--- config.mk ---
export PLATFORM = sky130hd
export DESIGN_NAME = traf_ctl_fsm
export DESIGN_NICKNAME = d
export VERILOG_FILES = /design/src/rtl/traf_ctl_fsm.sv
export SDC_FILE = /design/constraint.sdc
export NUM_CORES = 1
export LEC_CHECK = 0
export CELL_PAD_IN_SITES_DETAIL_PLACEMENT = 1
export CELL_PAD_IN_SITES_GLOBAL_PLACEMENT = 2
export CORE_MARGIN = 5
export CORE_UTILIZATION = 30
export CTS_BUF_LIST = sky130_fd_sc_hd__clkbuf_4
export DETAILED_ROUTE_END_ITERATION = 8
export PLACE_DENSITY = 0.74
export SLEW_MARGIN = 20
export SYNTH_ARGS = -nofsm -noshare
export SYNTH_HDL_FRONTEND = slang
export SYNTH_SLANG_ARGS = --single-unit
--- constraint.sdc ---
create_clock -name Clk -period 2.8 [get_ports Clk]
set_clock_uncertainty 0.05 [all_clocks]
set_input_delay 0.56 -clock Clk [delete_from_list [all_inputs] [get_ports Clk]]
set_output_delay 0.56 -clock Clk [all_outputs]
set_load 0.01 [all_outputs]
--- src/rtl/traf_ctl_fsm.sv ---
`default_nettype none
// ============================================================================
// Module   : traf_ctl_fsm
// Purpose  : Intersection phase controller driving the NS/EW countdown timers,
//            lamps, pedestrian walk lamp and night flashing mode.
// Revision : 1.0  initial release
// ============================================================================
module traf_ctl_fsm #(
    parameter int TICK_DIV = 50_000_000
) (
    input  logic       Clk,
    input  logic       Reset,
    input  logic       Done_NS,
    input  logic       Done_EW,
    input  logic       Ped_Req,
    input  logic       Night,
    output logic       Ld,
    output logic       En,
    output logic [3:0] State,
    output logic [2:0] Light_NS,
    output logic [2:0] Light_EW,
    output logic       Ped_Walk
);

    localparam int              CNT_W       = $clog2(TICK_DIV);
    localparam logic [CNT_W-1:0] c_TICK_LAST = CNT_W'(TICK_DIV - 1);
    localparam logic [2:0]      c_RED       = 3'b100;
    localparam logic [2:0]      c_YEL       = 3'b010;
    localparam logic [2:0]      c_GRN       = 3'b001;

    typedef enum logic [2:0] {
        S_NSG   = 3'd0,
        S_NSY   = 3'd1,
        S_EWG   = 3'd2,
        S_EWY   = 3'd3,
        S_FLASH = 3'd4
    } phase_t;

    phase_t           r_phase;
    logic [CNT_W-1:0] r_presc;
    logic             r_ped;
    logic             r_flash;
    logic             r_night;
    logic             r_init;
    logic             r_entry;

    phase_t           w_next;
    logic             w_tick;
    logic             w_entry;
    logic             w_ewg_entry;
    logic             w_flash_next;
    logic [CNT_W-1:0] w_presc_next;

    function automatic logic [3:0] state_code(input phase_t p);
        case (p)
            S_NSG:   return 4'b0010;
            S_NSY:   return 4'b0100;
            S_FLASH: return 4'b1000;
            default: return 4'b0001;
        endcase
    endfunction

    function automatic phase_t next_phase(input phase_t p, input logic dns,
                                          input logic dew, input logic tick,
                                          input logic night);
        case (p)
            S_NSG:   return dns ? S_NSY : S_NSG;
            S_NSY:   return dns ? (night ? S_FLASH : S_EWG) : S_NSY;
            S_EWG:   return dew ? S_EWY : S_EWG;
            S_EWY:   return dns ? (night ? S_FLASH : S_NSG) : S_EWY;
            S_FLASH: return (tick && !night) ? S_NSG : S_FLASH;
            default: return S_NSG;
        endcase
    endfunction

    assign w_tick       = (r_presc == c_TICK_LAST);
    assign w_next       = next_phase(r_phase, Done_NS, Done_EW, w_tick, r_night);
    // EWG and EWY share the St0 code, so that hop is not a phase entry
    assign w_entry      = (state_code(w_next) != state_code(r_phase));
    assign w_ewg_entry  = (w_next == S_EWG) && (r_phase != S_EWG);
    assign w_presc_next = (r_entry || w_tick) ? '0 : r_presc + CNT_W'(1);
    assign w_flash_next = (r_phase != S_FLASH) ? 1'b1 : (r_flash ^ w_tick);

    always_ff @(posedge Clk or posedge Reset) begin
        if (Reset) begin
            r_phase  <= S_NSG;
            r_presc  <= '0;
            r_ped    <= 1'b0;
            r_flash  <= 1'b0;
            r_night  <= 1'b0;
            r_init   <= 1'b1;
            r_entry  <= 1'b0;
            State    <= 4'b0010;
            Ld       <= 1'b0;
            En       <= 1'b0;
            Light_NS <= c_GRN;
            Light_EW <= c_RED;
            Ped_Walk <= 1'b0;
        end else begin
            r_night <= Night;
            r_init  <= 1'b0;
            r_entry <= w_entry | r_init;
            r_phase <= w_next;
            r_presc <= w_presc_next;
            State   <= state_code(w_next);
            // FLASH holds Ld so both timers stay pinned at zero
            Ld      <= w_entry | r_init | (w_next == S_FLASH);
            En      <= (w_presc_next == c_TICK_LAST) && (w_next != S_FLASH)
                       && !w_entry && !r_init;
            if (w_next == S_FLASH)
                r_flash <= w_flash_next;

            case (w_next)
                S_NSG: begin
                    Light_NS <= c_GRN;
                    Light_EW <= c_RED;
                end
                S_NSY: begin
                    Light_NS <= c_YEL;
                    Light_EW <= c_RED;
                end
                S_EWG: begin
                    Light_NS <= c_RED;
                    Light_EW <= c_GRN;
                end
                S_EWY: begin
                    Light_NS <= c_RED;
                    Light_EW <= c_YEL;
                end
                default: begin
                    Light_NS <= {1'b0, w_flash_next, 1'b0};
                    Light_EW <= {w_flash_next, 2'b00};
                end
            endcase

            // A request on the EWG-entry edge is served immediately
            if (w_ewg_entry) begin
                Ped_Walk <= r_ped | Ped_Req;
                r_ped    <= 1'b0;
            end else begin
                if (w_next != S_EWG)
                    Ped_Walk <= 1'b0;
                if (Ped_Req && (r_phase != S_FLASH))
                    r_ped <= 1'b1;
            end
        end
    end

endmodule
`default_nettype wire

**Yosys cells after proc, flatten, opt, wreduce, memory -nomap -nowiden**

Cells that the tools add are included.

- Equality and inequality tests: 15
- Multiplexer cells: 18
- $add $sub $neg: 1
- Bitwise operators: 4
- Reductions and logical operators: 16

Operator list:

| operator | number |
|---|---|
| equality test 26 bit (second input constant) | 2 |
| adder 26 x 1 -> 26 bit (second input constant) | 1 |
| two-way mux 26 bit | 1 |
| case mux 4 bit (3 select lines) | 2 |
| case mux 3 bit (3 select lines) | 2 |
| two-way mux 3 bit | 5 |
| case mux 3 bit (5 select lines) | 1 |
| equality test 3 x 2 -> 1 bit (second input constant) | 4 |
| two-way mux 1 bit | 7 |
| equality test 3 x 1 -> 1 bit (second input constant) | 2 |
| equality test 3 bit (second input constant) | 2 |
| logical AND 1 bit | 6 |
| logical NOT 3 bit | 2 |
| inequality test 3 x 2 -> 1 bit (second input constant) | 2 |
| inequality test 3 bit (second input constant) | 2 |
| inequality test 4 bit | 1 |
| nonzero test 2 bit | 2 |
| OR reduction 2 bit | 2 |
| logical NOT 1 bit | 3 |
| bitwise OR 1 bit | 3 |
| logical OR 1 bit | 1 |
| XOR 1 bit | 1 |

- Bits of input ports: 6
- Word-level logic and storage cells: 67
- Output and inout port bits: 13
- Register bits after elaboration: 47

**Logic depth before layout (Yosys ltp)**

Gate-level depths: netlist of run 1.

- Depth after elaboration: 10
- Gate-level depth with buffers: 7
- Gate-level depth less buffers: 7

**Worst setup path after synthesis of run 1**

OpenSTA, ideal clock, no wires.

- Path kind: register -> register
- Start point: reg r_presc[16]
- End point: reg En
- Path buffers: 0
- Period minus slack after synthesis: 2.273 ns
- Data required time: 2.629 ns
- Library setup time: 0.121 ns
- Setup slack: 0.527 ns
- Arrival: 2.102 ns
- Cell stages (with the launch flop): 7
- Cell sequence: dfrtp_1 -> or3b_1 -> or4_4 -> o31ai_4 -> o21ba_2 -> nor4bb_1 -> and4b_1

- Elaborated cells between the ends (all ways): 18
- Classes of those cells: add/sub (1); eq/ne (6); mux (4); reduce/logical (7)

RTL lines:

| element | RTL line | text |
|---|---|---|
| start, declared | 40 | `logic [CNT_W-1:0] r_presc;` |
| start signal, assigned | 104 | `r_presc <= w_presc_next;` |
| branches (longest 2 deep; another with adder 26 x 1 -> 26 bit) | -- |  |
| two-way mux 26 bit (*) | 81 | `assign w_presc_next = (r_entry \|\| w_tick) ? '0 : r_presc + CNT_W'(1);` |
| net w_presc_next[25] | 52 | `logic [CNT_W-1:0] w_presc_next;` |
| equality test 26 bit (*) | 108 | `En <= (w_presc_next == c_TICK_LAST) && (w_next != S_FLASH)` |
| logical AND 1 bit (*) | 108 |  |
| logical AND 1 bit (*) (2 in series) | 109 | `&& !w_entry && !r_init;` |
| end signal, assigned | 108 |  |
| end, declared | 18 | `output logic En,` |

Mark *: on every way through the listed nets, which the timed path passes.
A chain may end at the register's enable or synchronous reset.

**Worst setup path after layout of run 1**

- Start point: reg r_presc[16]
- End point: reg r_flash

- Word-level cells in the longest chain between the ends: 5
- Elaborated cells between the ends (all ways): 7
- Classes of those cells: eq/ne (2); mux (3); bitwise (1); reduce/logical (1)

RTL lines:

| element | RTL line | text |
|---|---|---|
| equality test 26 bit | 76 | `assign w_tick = (r_presc == c_TICK_LAST);` |
| logical AND 1 bit | 71 | `S_FLASH: return (tick && !night) ? S_NSG : S_FLASH;` |
| two-way mux 3 bit | 71 |  |
| case mux 3 bit (5 select lines) | 66 | `case (p)` |
| net w_next[2] | 47 | `phase_t w_next;` |
| equality test 3 bit | 110 | `if (w_next == S_FLASH)` |
| end signal, assigned | 111 | `r_flash <= w_flash_next;` |
| end, declared | 42 | `logic r_flash;` |

The timed path passes the listed nets, and every way through them passes these cells.

==> results of run 1 <==
state kept, by name, indices dropped and copies added (netlist names):
signal / cells
Ld: 1
r_phase: 3
En: 1
r_flash: 1
Light_NS: 3
State: 3
r_night: 1
Light_EW: 3
r_entry: 1
r_init: 1
Ped_Walk: 1
r_presc: 26
r_ped: 1
final timing paths:
kind | slack (ns) | start | cells after the start | endpoint
worst max-delay path | 0.43 | r_presc[16]$_DFF_PP0_ | 6 | r_flash$_DFFE_PP0P_
worst min-delay path | 0.43 | r_entry$_DFF_PP0_ | 1 | r_presc[6]$_DFF_PP0_
worst max register to register | 0.43 | r_presc[16]$_DFF_PP0_ | 6 | r_flash$_DFFE_PP0P_
min in group asynchronous | 0.50 | Reset | 2 | Ld$_DFF_PP0_
worst min register to register | 0.43 | r_entry$_DFF_PP0_ | 1 | r_presc[6]$_DFF_PP0_
max in group asynchronous | 1.60 | Reset | 3 | Light_EW[2]$_DFF_PP1_
final cells by class:
type                       instances  area [µm²]  area share (%)
clock buffer                       5        37.5            1.37
multi-input combinational        179        1070            39.2
timing repair buffer              25         245            8.94
clock inverter                     3        68.8            2.51
sequential                        46        1150            42.1
tap                              102         128            4.65
inverter                           9        33.8            1.23
where the power goes:
| part | internal [mW] | switching, mW |
|---|---|---|
| Clock | 0.280 | 0.229 |
| Combinational | 0.251 | 0.249 |
| Sequential | 0.785 | 0.114 |
| Total | 1.32 | 0.592 |
metal layers:
layer | global-route usage [%] | wire length, µm | up-vias
met2 | 19.8 | 2610 | 24
met5 | 0 | 0 | -
met4 | 2.88 | 60 | 0
met1 | 17.0 | 2770 | 897
met3 | 2.66 | 188 | 5
li1 | - | - | 877
stage by stage:
step           cell area [µm²]  hold WS (ns)  worst slack (ns)  power (mW)
2_1_floorplan             2300         0.362             0.527        1.18
3_3_place_gp              2640         0.413             0.406        1.42
3_5_place_dp              2640         0.403             0.336        1.43
4_1_cts                   2740         0.434             0.414        1.94
5_1_grt                   2740         0.453             0.287        2.03
6_report                  2740         0.426             0.434        1.91
synthesized netlist by cell type (2+ instances only):
cell type and n:
sky130_fd_sc_hd__xnor2_1 11, sky130_fd_sc_hd__a21o_1 2, sky130_fd_sc_hd__and3_1 2, sky130_fd_sc_hd__o21ai_0 6, sky130_fd_sc_hd__xor2_1 14, sky130_fd_sc_hd__nand4_1 9, sky130_fd_sc_hd__or2_2 2, sky130_fd_sc_hd__nor4_1 2
sky130_fd_sc_hd__nor2_1 46, sky130_fd_sc_hd__nand2_1 16, sky130_fd_sc_hd__a211o_1 2, sky130_fd_sc_hd__inv_1 9, sky130_fd_sc_hd__o22ai_1 4, sky130_fd_sc_hd__or3b_1 2, sky130_fd_sc_hd__nand2b_1 4, sky130_fd_sc_hd__dfrtp_1 43
sky130_fd_sc_hd__clkbuf_1 5, sky130_fd_sc_hd__nor3_1 13, sky130_fd_sc_hd__a21oi_1 8, sky130_fd_sc_hd__or3_1 2, sky130_fd_sc_hd__dfstp_2 3, sky130_fd_sc_hd__nand3_1 12
critical path, stage by stage (launching register included):
cell and delay (ns):
sky130_fd_sc_hd__dfrtp_1 0.47, sky130_fd_sc_hd__or3b_1 0.43, sky130_fd_sc_hd__or3_1 0.41, sky130_fd_sc_hd__nor4_2 0.34, sky130_fd_sc_hd__a211o_1 0.24, sky130_fd_sc_hd__o22ai_1 0.14
sky130_fd_sc_hd__o21a_1 0.20
logic make-up (layout without fill, tap and decap cells):
family	after synthesis	in the layout
adders and majority gates	1	1
xor gates and xnor gates	25	25
and+or+nand+nor	119	119
muxes	2	2
buffers and inverters	18	42
AOI/OAI and AO/OA	31	31
other	1	1
DFF	46	46
==> results by stage, run 1 <==
Status:
- The run finished with clean final reports.

Finish:
- From synthesis to final layout, the design area changed by 19.1%.
- In the layout the commonest cells are sky130_fd_sc_hd__nor2_1, sky130_fd_sc_hd__dfrtp_1, sky130_fd_sc_hd__clkdlybuf4s50_1.
- Leaving out fill and tap cells, the most frequent cell in the layout is sky130_fd_sc_hd__nor2_1.
- Cells with a size suffix above 1 make up 10.1% of the layout.
- The final instance count without filler cells is 369.
- The filler cells instantiated in the layout total 897.
- The count of nets after finishing is 273.
- The final antenna diode count is 0.
- Measured on the finished design, the core utilization comes to 36.1%.

Synth:
- The number of nets handed over by synthesis was 250.
- After synthesis the netlist holds a flip-flop and latch count of 46.
- In the synthesized netlist the dominant register cell turns out to be sky130_fd_sc_hd__dfrtp_1.
- After Yosys synthesis, full adders, half adders and majority gates account for 0.543% of the synthesized area.
- The part of the Yosys area used for sequential elements is 50.1%.
- The cell area after synthesis is 0.00230 mm².
- A synthesized cell averages 9.48 µm².
- The synthesized design spends more area on one cell type than any other, namely sky130_fd_sc_hd__dfrtp_1.
- Of the total synthesized cell area, the portion taken by AND, OR, NAND and NOR gates is 26.1%.
- The mux contribution to synthesized area is 0.923%.
- Counting distinct cell types in the post-synthesis netlist gives 48.
- The share of synthesized area in the top cell type comes to 46.7%.
- For this run, the number of Yosys warnings is 0.
- The cell count after synthesis came out at 243.
- The dominant combinational cell family by area after synthesis is simple AND/OR/NAND/NOR gates.
- Counting flops with a built-in enable in the synthesized netlist gives 0.
- The area share of xor/xnor cells in the synthesized design is 9.51%.
- Yosys attributes the largest share of cell area to sky130_fd_sc_hd__dfrtp_1, sky130_fd_sc_hd__nor2_1, sky130_fd_sc_hd__xor2_1.
- The async set or reset register ratio after synthesis is 100%.
- The synthesized-area fraction occupied by ao, oa, aoi and oai cells is 9.40%.

CTS:
- The insertion delay to the later sink of the worst-skew pair is 0.36 ns.
- The H-tree was split into 2 levels.
- The clock buffer count from CTS is 5.
- The CTS tree is built.
- The maximum clock path buffer count is 2.
- After clock tree synthesis, the setup repair step added 0 buffers.
- In this run, post-CTS repair resized a total of 0 instances.
- The library cell used as clock root buffer is sky130_fd_sc_hd__clkbuf_4.
- The tree built by TritonCTS fans out to 46 sinks.
- Clock-pin slew was measured on the worst setup and hold paths at 0.15 ns.
- In this run, post-CTS hold repair placed 0 buffers.

Route:
- After detailed routing, the number of vias per cell comes to 4.89.
- The detailed-route DRC error count is 0.
- After detailed routing, the average wire length per cell comes to 15.3 µm.
- The first routing iteration left 62 violations.
- The number of nets still failing antenna checks after routing is 0.
- The total wire length is 5630 µm.
- The overall via count from detail_route is 1803.
- Before antenna repair, the detailed router went through 4 iterations.

Timing:
- The number of failing setup endpoints in the final timing report is 0.
- The worst path uses 84.5% of the clock period.
- The number of hold violations in the final report is 0.
- For the final routed database, the setup TNS stands at 0 ns.
- For the pin with the worst max-slew slack, the measured transition is 0.542 ns.
- The worst pin sits at a relative slew slack of 63.8%.
- For the finished layout, the period the worst path requires is 2.37 ns.
- Derived from the worst setup path, the maximum achievable clock frequency is 423 MHz.
- The final number of max-transition violations came to 0.
- Setup repair after global routing left no endpoint under its margin.

Power:
- For this design the ratio of total power to cell area is 695 mW/mm².
- Across the VDD grid, the largest voltage drop is 0.000202 V.
- For this design the static power due to leakage is 1.06 nW.

Placement:
- Routability-driven placement finished with a final weighted congestion of 0.758.
- In this run the tool buffered the top-level ports with 18 buffer cells.
- Including well taps, the total number of placed cells is 361.
- After legalization and detailed placement, the total HPWL measured 4220 µm.

Floorplan:
- The full die area is 0.00953 mm².
- The number of primary I/O pins is 19.
- The area of the core region is 0.00761 mm².
- Once the floorplan was initialized, standard cells occupied 30.3% of the core.
- The count of standard-cell rows is 32.
- The overall die height is 97.6 µm.
- From left edge to right edge, the die measures 97.6 µm.

Critical path:
- The biggest fanout along the worst timing path is 6.
- The worst setup path is of the reg2reg kind.
- The arrival time of the worst setup path is 2.58 ns.
- The nature of the critical path startpoint is a flop.
- The critical path data required time is 3.01 ns.
- The kind of end point of the critical path is a flop.

GRT:
- The pin count of the biggest net entering global routing is 26.
- The number of global-route vias before repair is 1903.
- The wire length of the first global-routing pass is 9650 µm.
- The number of antenna violations at the first check in global routing is 0.
- In the global route stage, overall resource usage came out at 12.3%.
- Summed over all layers, the global routing overflow is 0.

Hold path:
- The tightest min-delay check is of the reg2reg type.

Flow run:
- Max-cap violations in this run came to 0.
(Power assumes the default switching activity.)
==> inputs of run 2 (changes only) <==
clock period = 2.38 ns   (was 2.8 ns; I/O delays follow)
==> run 2 against run 1 <==
Effect of this change: clock power fell by 3%; first-iteration DRC count rose by 66%; setup slack got worse by 0.30 ns; routed wire length rose by 0.87%; critical endpoint is now En$_DFF_PP0_; sequential share of layout area fell by 1.5 points; via count rose by 3.1%; sequential power rose by 11%; combinational power rose by 37%; highest routed layer unchanged; cell area rose by 3.6%.
==> results by stage, run 2 (synthesis gave the netlist of run 1 again) <==
Timing:
- The headroom to the max-slew limit came to 62.3% (was 63.8%).
- The setup slack of the critical path after layout is 0.134 ns (was 0.434 ns).
- The final cycle utilization of the critical path is 94.4% (was 84.5%).
- The slew at the pin closest to its max-slew limit is 0.560 ns (was 0.542 ns).
- The number of failing setup endpoints in the final timing report is 0 (unchanged).
- The time the worst path needs with I/O delays and setup is 2.25 ns (was 2.37 ns).
- The final number of max-transition violations is 0 (unchanged).
- The maximum clock frequency is 445 MHz (was 423 MHz).
- The number of hold violations in the final report is 0 (unchanged).

Floorplan:
- The area of the core region came to 0.00761 mm² (unchanged).
- The count of standard-cell rows is 32 (unchanged).
- The starting density of the core is 30.3% (unchanged).
- The horizontal die dimension is 97.6 µm (unchanged).
- The full die area is 0.00953 mm² (unchanged).
- The overall die height is 97.6 µm (unchanged).
- The number of primary I/O pins is 19 (unchanged).

CTS:
- The clock transition time at the flip-flop clock pins of the worst setup and hold paths is 0.15 ns (about the same).
- The maximum clock path buffer count is 2 (unchanged).
- The H-tree depth came to 2 (unchanged).
- The number of clock sinks is 46 (unchanged).
- The CTS tree is built (unchanged).
- The library cell used as clock root buffer was sky130_fd_sc_hd__clkbuf_4 (unchanged).
- The insertion delay to the later sink of the worst-skew pair is 0.37 ns (was 0.36 ns).
- The clock buffer count from CTS is 5 (unchanged).

Critical path:
- The number of cell instances on the worst register-to-register path was 6 (unchanged).
- The highest cell delay on the worst timing path is 0.54 ns (was 0.47 ns).
- The cell with the largest stage delay on the worst path is sky130_fd_sc_hd__or4_4 (was sky130_fd_sc_hd__dfrtp_1).
- The biggest fanout along the worst timing path is 3 (was 6).
- Critical path, cell by cell: or3b_1 -> or4_4 -> o31ai_4 -> o21ba_2 -> nor4bb_1 -> and4b_1 (was or3b_1 -> or3_1 -> nor4_2 -> a211o_1 -> o22ai_1 -> o21a_1).
- The critical path class is reg2reg (unchanged).
- The kind of end point of the critical path is a flop (unchanged).
- The nature of the critical path startpoint is a flop (unchanged).
- The arrival time of the worst setup path was 2.47 ns (was 2.58 ns).
- The launching point of the worst reg2reg path was r_presc[18]$_DFF_PP0_ (was r_presc[16]$_DFF_PP0_).
- The critical path data required time came to 2.60 ns (was 3.01 ns).
- The register-to-register path setup slack is 0.13 ns (was 0.43 ns).
- The endpoint of the most critical register-to-register path was En$_DFF_PP0_ (was r_flash$_DFFE_PP0P_).
- The start point of the critical path was r_presc[18]$_DFF_PP0_ (was r_presc[16]$_DFF_PP0_).
- The capturing instance or port of the critical path is En$_DFF_PP0_ (was r_flash$_DFFE_PP0P_).

Placement:
- The placed wire-length estimate after detailed placement is 4270 µm (was 4220 µm).
- The minimum setup slack after placement is 0.156 ns (was 0.336 ns).
- The area of placed instances is 0.00274 mm² (was 0.00264 mm²).
- The cell count after placement was 376 (was 361).
- The number of buffer cells added on primary ports was 18 (unchanged).
- The weighted congestion reported at the end of routability-driven placement is 0.783 (was 0.758).

GRT:
- The wire length of the first global-routing pass is 9850 µm (was 9650 µm).
- The total global routing track utilization is 12.7% (was 12.3%).
- The pin count of the biggest net entering global routing is 23 (was 26).
- The number of antenna violations at the first check in global routing is 0 (unchanged).
- The remaining global-route overflow came to 0 (unchanged).
- The number of global-route vias before repair came to 1962 (was 1903).

Power:
- The proportion of power drawn by the clock network is 22.8% (was 26.7%).
- The power density over the cells came to 767 mW/mm² (was 695 mW/mm²).
- The leakage power total is 1.15 nW (was 1.06 nW).
- The worst ir drop on vdd is 0.000254 V (was 0.000202 V).
- The internal power came to 1.48 mW (was 1.32 mW).
- The logic gate share of total power came to 31.4% (was 26.2%).
- The power share of the sequential group is 45.9% (was 47.2%).
- The switching power share of the total was 32.2% (was 31.0%).
- The power spent charging and discharging nets is 0.701 mW (was 0.592 mW).
- The total power of the final layout is 2.18 mW (was 1.91 mW).

Finish:
- The count of nets after finishing is 290 (was 273).
- The leading cell type in the layout, fill and taps excluded is sky130_fd_sc_hd__nor2_1 (unchanged).
- The post-route cell area is 0.00284 mm² (was 0.00274 mm²).
- The fraction of final layout cells sized beyond drive strength 1 is 15.5% (was 10.1%).
- The final instance count without filler cells is 386 (was 369).
- Most frequent cells in the layout: sky130_fd_sc_hd__nor2_1, sky130_fd_sc_hd__dfrtp_1, sky130_fd_sc_hd__buf_4 (was sky130_fd_sc_hd__nor2_1, sky130_fd_sc_hd__dfrtp_1, sky130_fd_sc_hd__clkdlybuf4s50_1).
- The final antenna diode count is 0 (unchanged).
- The number of flip-flops in the largest register is 26 (unchanged).
- The register with the most flip-flops is r_presc (unchanged).
- The growth of design area from synthesis to finish is 23.4% (was 19.1%).

Route:
- The detailed-route DRC error count is 0 (unchanged).
- The iteration-0 DRC count of the detailed router is 103 (was 62).
- The overall via count from detail_route is 1859 (was 1803).
- The wire length per cell after detailed routing is 14.7 µm (was 15.3 µm).
- The detailed-routing iteration count for the pre-antenna-repair pass is 4 (unchanged).
- The total wire length is 5680 µm (was 5630 µm).
- The number of vias per cell was 4.82 (was 4.89).
- The number of nets still failing antenna checks after routing is 0 (unchanged).

Flow run:
- The number of max-capacitance violations reported is 0 (unchanged).

Status:
- Status: completed (unchanged).

Hold path:
- The worst min-delay path category is in2async (was reg2reg).
## run 2: cell types whose count changed in the layout (fill, tap and decap cells not counted), sizes merged
cell,previous run,this run
buf,7,24
bufinv,2,1
inv,9,10
## run 2: layout make-up
cell class / instances / area [µm²]
fillers: 902 / 4770
flip-flops and latches: 46 / 1150
multi-input cells: 179 / 1080
repair buffers: 42 / 360
well taps: 102 / 128
clock inverters: 3 / 43.8
clock buffers: 5 / 37.5
inverters: 9 / 33.8
## run 2: power by group through the flow
stage	clock (mW)	sequential (mW)	combinational, mW
after floorplan	0	1.04	0.355
final	0.496	0.999	0.683
after CTS	0.515	1.00	0.688
after detailed placement	0	1.02	0.685
after global routing	0.554	1.02	0.765
after global placement	0	1.01	0.681
## run 2: critical path: cells and delay by family (launching register included)
kind               cells  cell delay, ns
and+or+nand+nor        4            1.26
AOI/OAI and AO/OA      2            0.42
DFF                    1            0.43
## run 2: routing by layer
metal	GRT usage, %	part of all wire, %
met3	2.37	2.3
met5	0	0
met4	3.51	1.1
met2	19.8	45
met1	18.1	51
## run 2: through the flow
step | TNS [ns] | utilization (%) | hold WS, ns
3_3_place_gp | 0 | 36.0 | 0.440
3_5_place_dp | 0 | 36.0 | 0.448
6_report | 0 | 37.4 | 0.377
5_1_grt | -0.00827 | 37.4 | 0.413
4_1_cts | 0 | 37.0 | 0.386
2_1_floorplan | 0 | - | 0.362
## run 2: what timing repair did
action	CTS	global route
resized for setup	0	1
endpoints found under the setup margin	0	4
endpoints found under the hold margin	0	0
setup buffers	0	2
hold buffers	0	0
## run 2: worst min path at each step
stage	start	to
after floorplan	r_entry$_DFF_PP0_	r_presc[6]$_DFF_PP0_
after global placement	r_entry$_DFF_PP0_	r_presc[6]$_DFF_PP0_
after detailed placement	r_entry$_DFF_PP0_	r_presc[6]$_DFF_PP0_
after CTS	Reset	Light_NS[2]$_DFF_PP0_
after global routing	Reset	r_phase[0]$_DFF_PP0_
final	Reset	Light_EW[1]$_DFF_PP0_
==> inputs of run 3 (changes only) <==
ABC_AREA = 1   (was default)
CTS_CLUSTER_DIAMETER = 80   (was default)
PLACE_DENSITY = 0.78   (was 0.74)
==> run 3 against run 2 <==
Effect of this change: flip-flop and latch count stayed put; clock-buffer cell count unchanged; critical path depth increased by 7; power rose by 1.9%; setup slack gained 0.066 ns; sequential power barely moved; cell area grew 3.7%; critical endpoint unchanged; largest cell class is now multi-input gates.
==> results by stage, run 3 <==
Status:
- Status: completed (unchanged).

Critical path:
- The launching point of the worst reg2reg path is r_presc[0]$_DFF_PP0_ (was r_presc[18]$_DFF_PP0_).
- The count of cell instances traversed by the critical path came to 13 (was 6).
- The cell with the largest stage delay on the worst path is sky130_fd_sc_hd__dfrtp_2 (was sky130_fd_sc_hd__or4_4).
- The register-to-register path setup slack is 0.20 ns (was 0.13 ns).
- The nature of the critical path startpoint is a flop (unchanged).
- The endpoint of the most critical register-to-register path was En$_DFF_PP0_ (unchanged).
- The arrival time of the worst setup path is 2.44 ns (was 2.47 ns).
- The kind of end point of the critical path is a flop (unchanged).
- The number of cell instances on the worst register-to-register path is 13 (was 6).
- The highest cell delay on the worst timing path came to 0.44 ns (was 0.54 ns).
- The buffers plus inverters on the worst setup path came to 1 (was 0).
- The start point of the critical path was r_presc[0]$_DFF_PP0_ (was r_presc[18]$_DFF_PP0_).
- Critical path, cell by cell: ha_2 -> nand2_2 -> nor2_4 -> nand2_1 -> nor2_2 -> nand2_2 -> nand2_8 -> inv_1 -> nand2_1 -> nand3_1 -> nor2_1 -> nand4_1 -> nor2_1 (was or3b_1 -> or4_4 -> o31ai_4 -> o21ba_2 -> nor4bb_1 -> and4b_1).
- The family with the most delay on the worst path is simple AND/OR/NAND/NOR gates (unchanged).
- The biggest fanout along the worst timing path is 17 (was 3).
- The critical path class is reg2reg (unchanged).
- The critical path data required time was 2.64 ns (was 2.60 ns).

Timing:
- The number of hold violations in the final report is 0 (unchanged).
- The number of failing setup endpoints in the final timing report is 0 (unchanged).
- The time the worst path needs with I/O delays and setup is 2.18 ns (was 2.25 ns).
- The maximum clock frequency is 459 MHz (was 445 MHz).
- The final cycle utilization of the critical path is 91.6% (was 94.4%).
- The setup total negative slack came to 0 ns (unchanged).
- Setup repair after global routing left no endpoint under its margin.
- The final number of max-transition violations came to 0 (unchanged).

Route:
- The iteration-0 DRC count of the detailed router is 66 (was 103).
- The number of vias per cell is 4.66 (was 4.82).
- The wire length per cell after detailed routing is 14.8 µm (was 14.7 µm).
- The detailed-routed wire length on met2 was 3310 µm (was 2580 µm).
- The detailed-routing iteration count for the pre-antenna-repair pass came to 4 (unchanged).
- The top metal layer carrying routed signals is met4 (unchanged).
- The sum of met3 wire segment lengths after detailed routing came to 298 µm (was 133 µm).
- The total wire length is 6980 µm (was 5680 µm).
- The length of routed wiring on met1 came to 3270 µm (was 2900 µm).
- The number of nets still failing antenna checks after routing is 0 (unchanged).
- The overall via count from detail_route is 2189 (was 1859).
- The detailed-route DRC error count is 0 (unchanged).

Floorplan:
- The number of primary I/O pins is 19 (unchanged).
- The full die area is 0.0103 mm² (was 0.00953 mm²).
- The area of the core region is 0.00818 mm² (was 0.00761 mm²).
- The overall die height is 101 µm (was 97.6 µm).
- The horizontal die dimension is 101 µm (was 97.6 µm).
- The starting density of the core came to 30.7% (was 30.3%).
- The count of standard-cell rows is 33 (was 32).

Finish:
- The leading cell type in the layout, fill and taps excluded is sky130_fd_sc_hd__nand2_1 (was sky130_fd_sc_hd__nor2_1).
- The register with the most flip-flops is r_presc (unchanged).
- Most frequent cells in the layout: sky130_fd_sc_hd__nand2_1, sky130_fd_sc_hd__nor2_1, sky130_fd_sc_hd__inv_1 (was sky130_fd_sc_hd__nor2_1, sky130_fd_sc_hd__dfrtp_1, sky130_fd_sc_hd__buf_4).
- The final antenna diode count came to 0 (unchanged).
- The final instance count without filler cells is 470 (was 386).
- The count of nets after finishing is 371 (was 290).
- The fill cell instance count of the final layout is 1029 (was 902).
- The growth of design area from synthesis to finish is 17.3% (was 23.4%).
- The fraction of final layout cells sized beyond drive strength 1 is 11.8% (was 15.5%).
- The number of flip-flops in the largest register is 26 (unchanged).

GRT:
- The pin count of the biggest net entering global routing was 23 (unchanged).
- The number of antenna violations at the first check in global routing is 0 (unchanged).
- The number of global-route vias before repair is 2331 (was 1962).
- The total global routing track utilization is 14.9% (was 12.7%).
- The wire length of the first global-routing pass is 11900 µm (was 9850 µm).
- The remaining global-route overflow is 0 (unchanged).

Synth:
- The cell area after synthesis is 0.00251 mm² (was 0.00230 mm²).
- The number of flops mapped to enable cells by yosys is 0 (unchanged).
- The count of warnings emitted by yosys is 0 (unchanged).
- The number of nets produced by synthesis is 342 (was 250).
- The area share of the leading cell type in the synthesized netlist came to 42.9% (was 46.7%).
- The cell count after synthesis was 335 (was 243).
- Commonest cells post-synth: sky130_fd_sc_hd__nand2_1, sky130_fd_sc_hd__nor2_1, sky130_fd_sc_hd__inv_1 (was sky130_fd_sc_hd__nor2_1, sky130_fd_sc_hd__dfrtp_1, sky130_fd_sc_hd__nand2_1).
- The number of unique standard cell types used by synthesis is 29 (was 48).
- The cell with the most instances after synthesis is sky130_fd_sc_hd__nand2_1 (was sky130_fd_sc_hd__nor2_1).
- The dominant register cell in the synthesized netlist was sky130_fd_sc_hd__dfrtp_1 (unchanged).
- The async set or reset register ratio after synthesis was 100% (unchanged).
- The part of the Yosys area used for sequential elements came to 46.0% (was 50.1%).
- The number of flip-flops and latches in the synthesized netlist came to 46 (unchanged).
- The average cell area after synthesis is 7.50 µm² (was 9.48 µm²).
- Biggest area contributors in the synthesized netlist: sky130_fd_sc_hd__dfrtp_1, sky130_fd_sc_hd__nand2_1, sky130_fd_sc_hd__nor2_1 (was sky130_fd_sc_hd__dfrtp_1, sky130_fd_sc_hd__nor2_1, sky130_fd_sc_hd__xor2_1).
- The post-synthesis cell type with the largest combined area is sky130_fd_sc_hd__dfrtp_1 (unchanged).

Placement:
- The placed wire-length estimate after detailed placement was 5640 µm (was 4270 µm).
- The number of buffer cells added on primary ports is 18 (unchanged).
- The cell count after placement was 460 (was 376).
- The weighted congestion reported at the end of routability-driven placement was 0.823 (was 0.783).

CTS:
- The H-tree depth is 2 (unchanged).
- The library cell used as clock root buffer is sky130_fd_sc_hd__clkbuf_4 (unchanged).
- The insertion delay to the later sink of the worst-skew pair is 0.36 ns (was 0.37 ns).
- The clock buffer count from CTS came to 5 (unchanged).
- The maximum clock path buffer count is 2 (unchanged).
- The CTS tree is built (unchanged).
- The number of hold buffers added after CTS is 0 (unchanged).
- The clock transition time at the flip-flop clock pins of the worst setup and hold paths was 0.15 ns (about the same).
- The number of clock sinks came to 46 (unchanged).

Power:
- The worst ir drop on vdd is 0.000515 V (was 0.000254 V).
- The power density over the cells is 754 mW/mm² (was 767 mW/mm²).
- The leakage power total is 1.25 nW (was 1.15 nW).

Flow run:
- The number of max-capacitance violations reported was 0 (unchanged).

Hold path:
- The worst min-delay path category is in2async (unchanged).
## run 3: cell families (layout without fill, tap and decap cells)
| group | Yosys count | in the layout | share of synthesized area (%) |
|---|---|---|---|
| AOI/OAI and AO/OA | 15 | 15 | 3.44 |
| other | 1 | 1 | 0.149 |
| and+or+nand+nor | 214 | 214 | 38.6 |
| xor gates and xnor gates | 11 | 11 | 3.84 |
| adders and majority gates | 1 | 1 | 0.498 |
| buffers and inverters | 47 | 77 | 7.52 |
| DFF | 46 | 46 | 46.0 |
## run 3: layout make-up
| type | instances | area, µm² | area share (%) |
|---|---|---|---|
| tap | 105 | 131 | 4.46 |
| sequential | 46 | 1160 | 39.3 |
| clock buffer | 5 | 37.5 | 1.27 |
| timing repair buffer | 25 | 233 | 7.90 |
| clock inverter | 3 | 43.8 | 1.49 |
| multi-input combinational | 242 | 1180 | 40.0 |
| inverter | 44 | 165 | 5.61 |
## run 3: how the worst max path moves through the flow
stage	to	slack (ns)
floorplan	En$_DFF_PP0_	0.55
global placement	En$_DFF_PP0_	0.06
detailed placement	En$_DFF_PP0_	0.03
CTS	En$_DFF_PP0_	0.06
global route	En$_DFF_PP0_	0.02
finish	En$_DFF_PP0_	0.20
## run 3: metrics by stage
stage               cell area (µm²)  power (mW)  setup WS (ns)  hold WS [ns]  utilization [%]
global route                   2950        2.39         0.0201         0.392             36.0
detailed placement             2840        1.72         0.0303         0.459             34.7
finish                         2950        2.22          0.200         0.372             36.0
CTS                            2920        2.24         0.0634         0.365             35.7
global placement               2840        1.71         0.0634         0.458             34.7
floorplan                      2510        1.42          0.547         0.442                -
## run 3: routing by layer
metal  track usage (%)  vias up
li1                  -     1100
met1              20.0     1039
met2              25.1       40
met3              2.55       10
met4              3.48        0
met5                 0        -
## run 3: report_power, final
group          internal, mW  total [mW]  switching, mW
registers             0.926        1.00         0.0790
logic                 0.303       0.717          0.414
clock network         0.224       0.498          0.274
total                  1.45        2.22          0.767
## run 3: what timing repair did
action	CTS	global route
gates resized for setup	1	2
hold endpoints to repair	0	0
gates cloned	0	0
endpoints found under the setup margin	1	1
buffers inserted	0	2
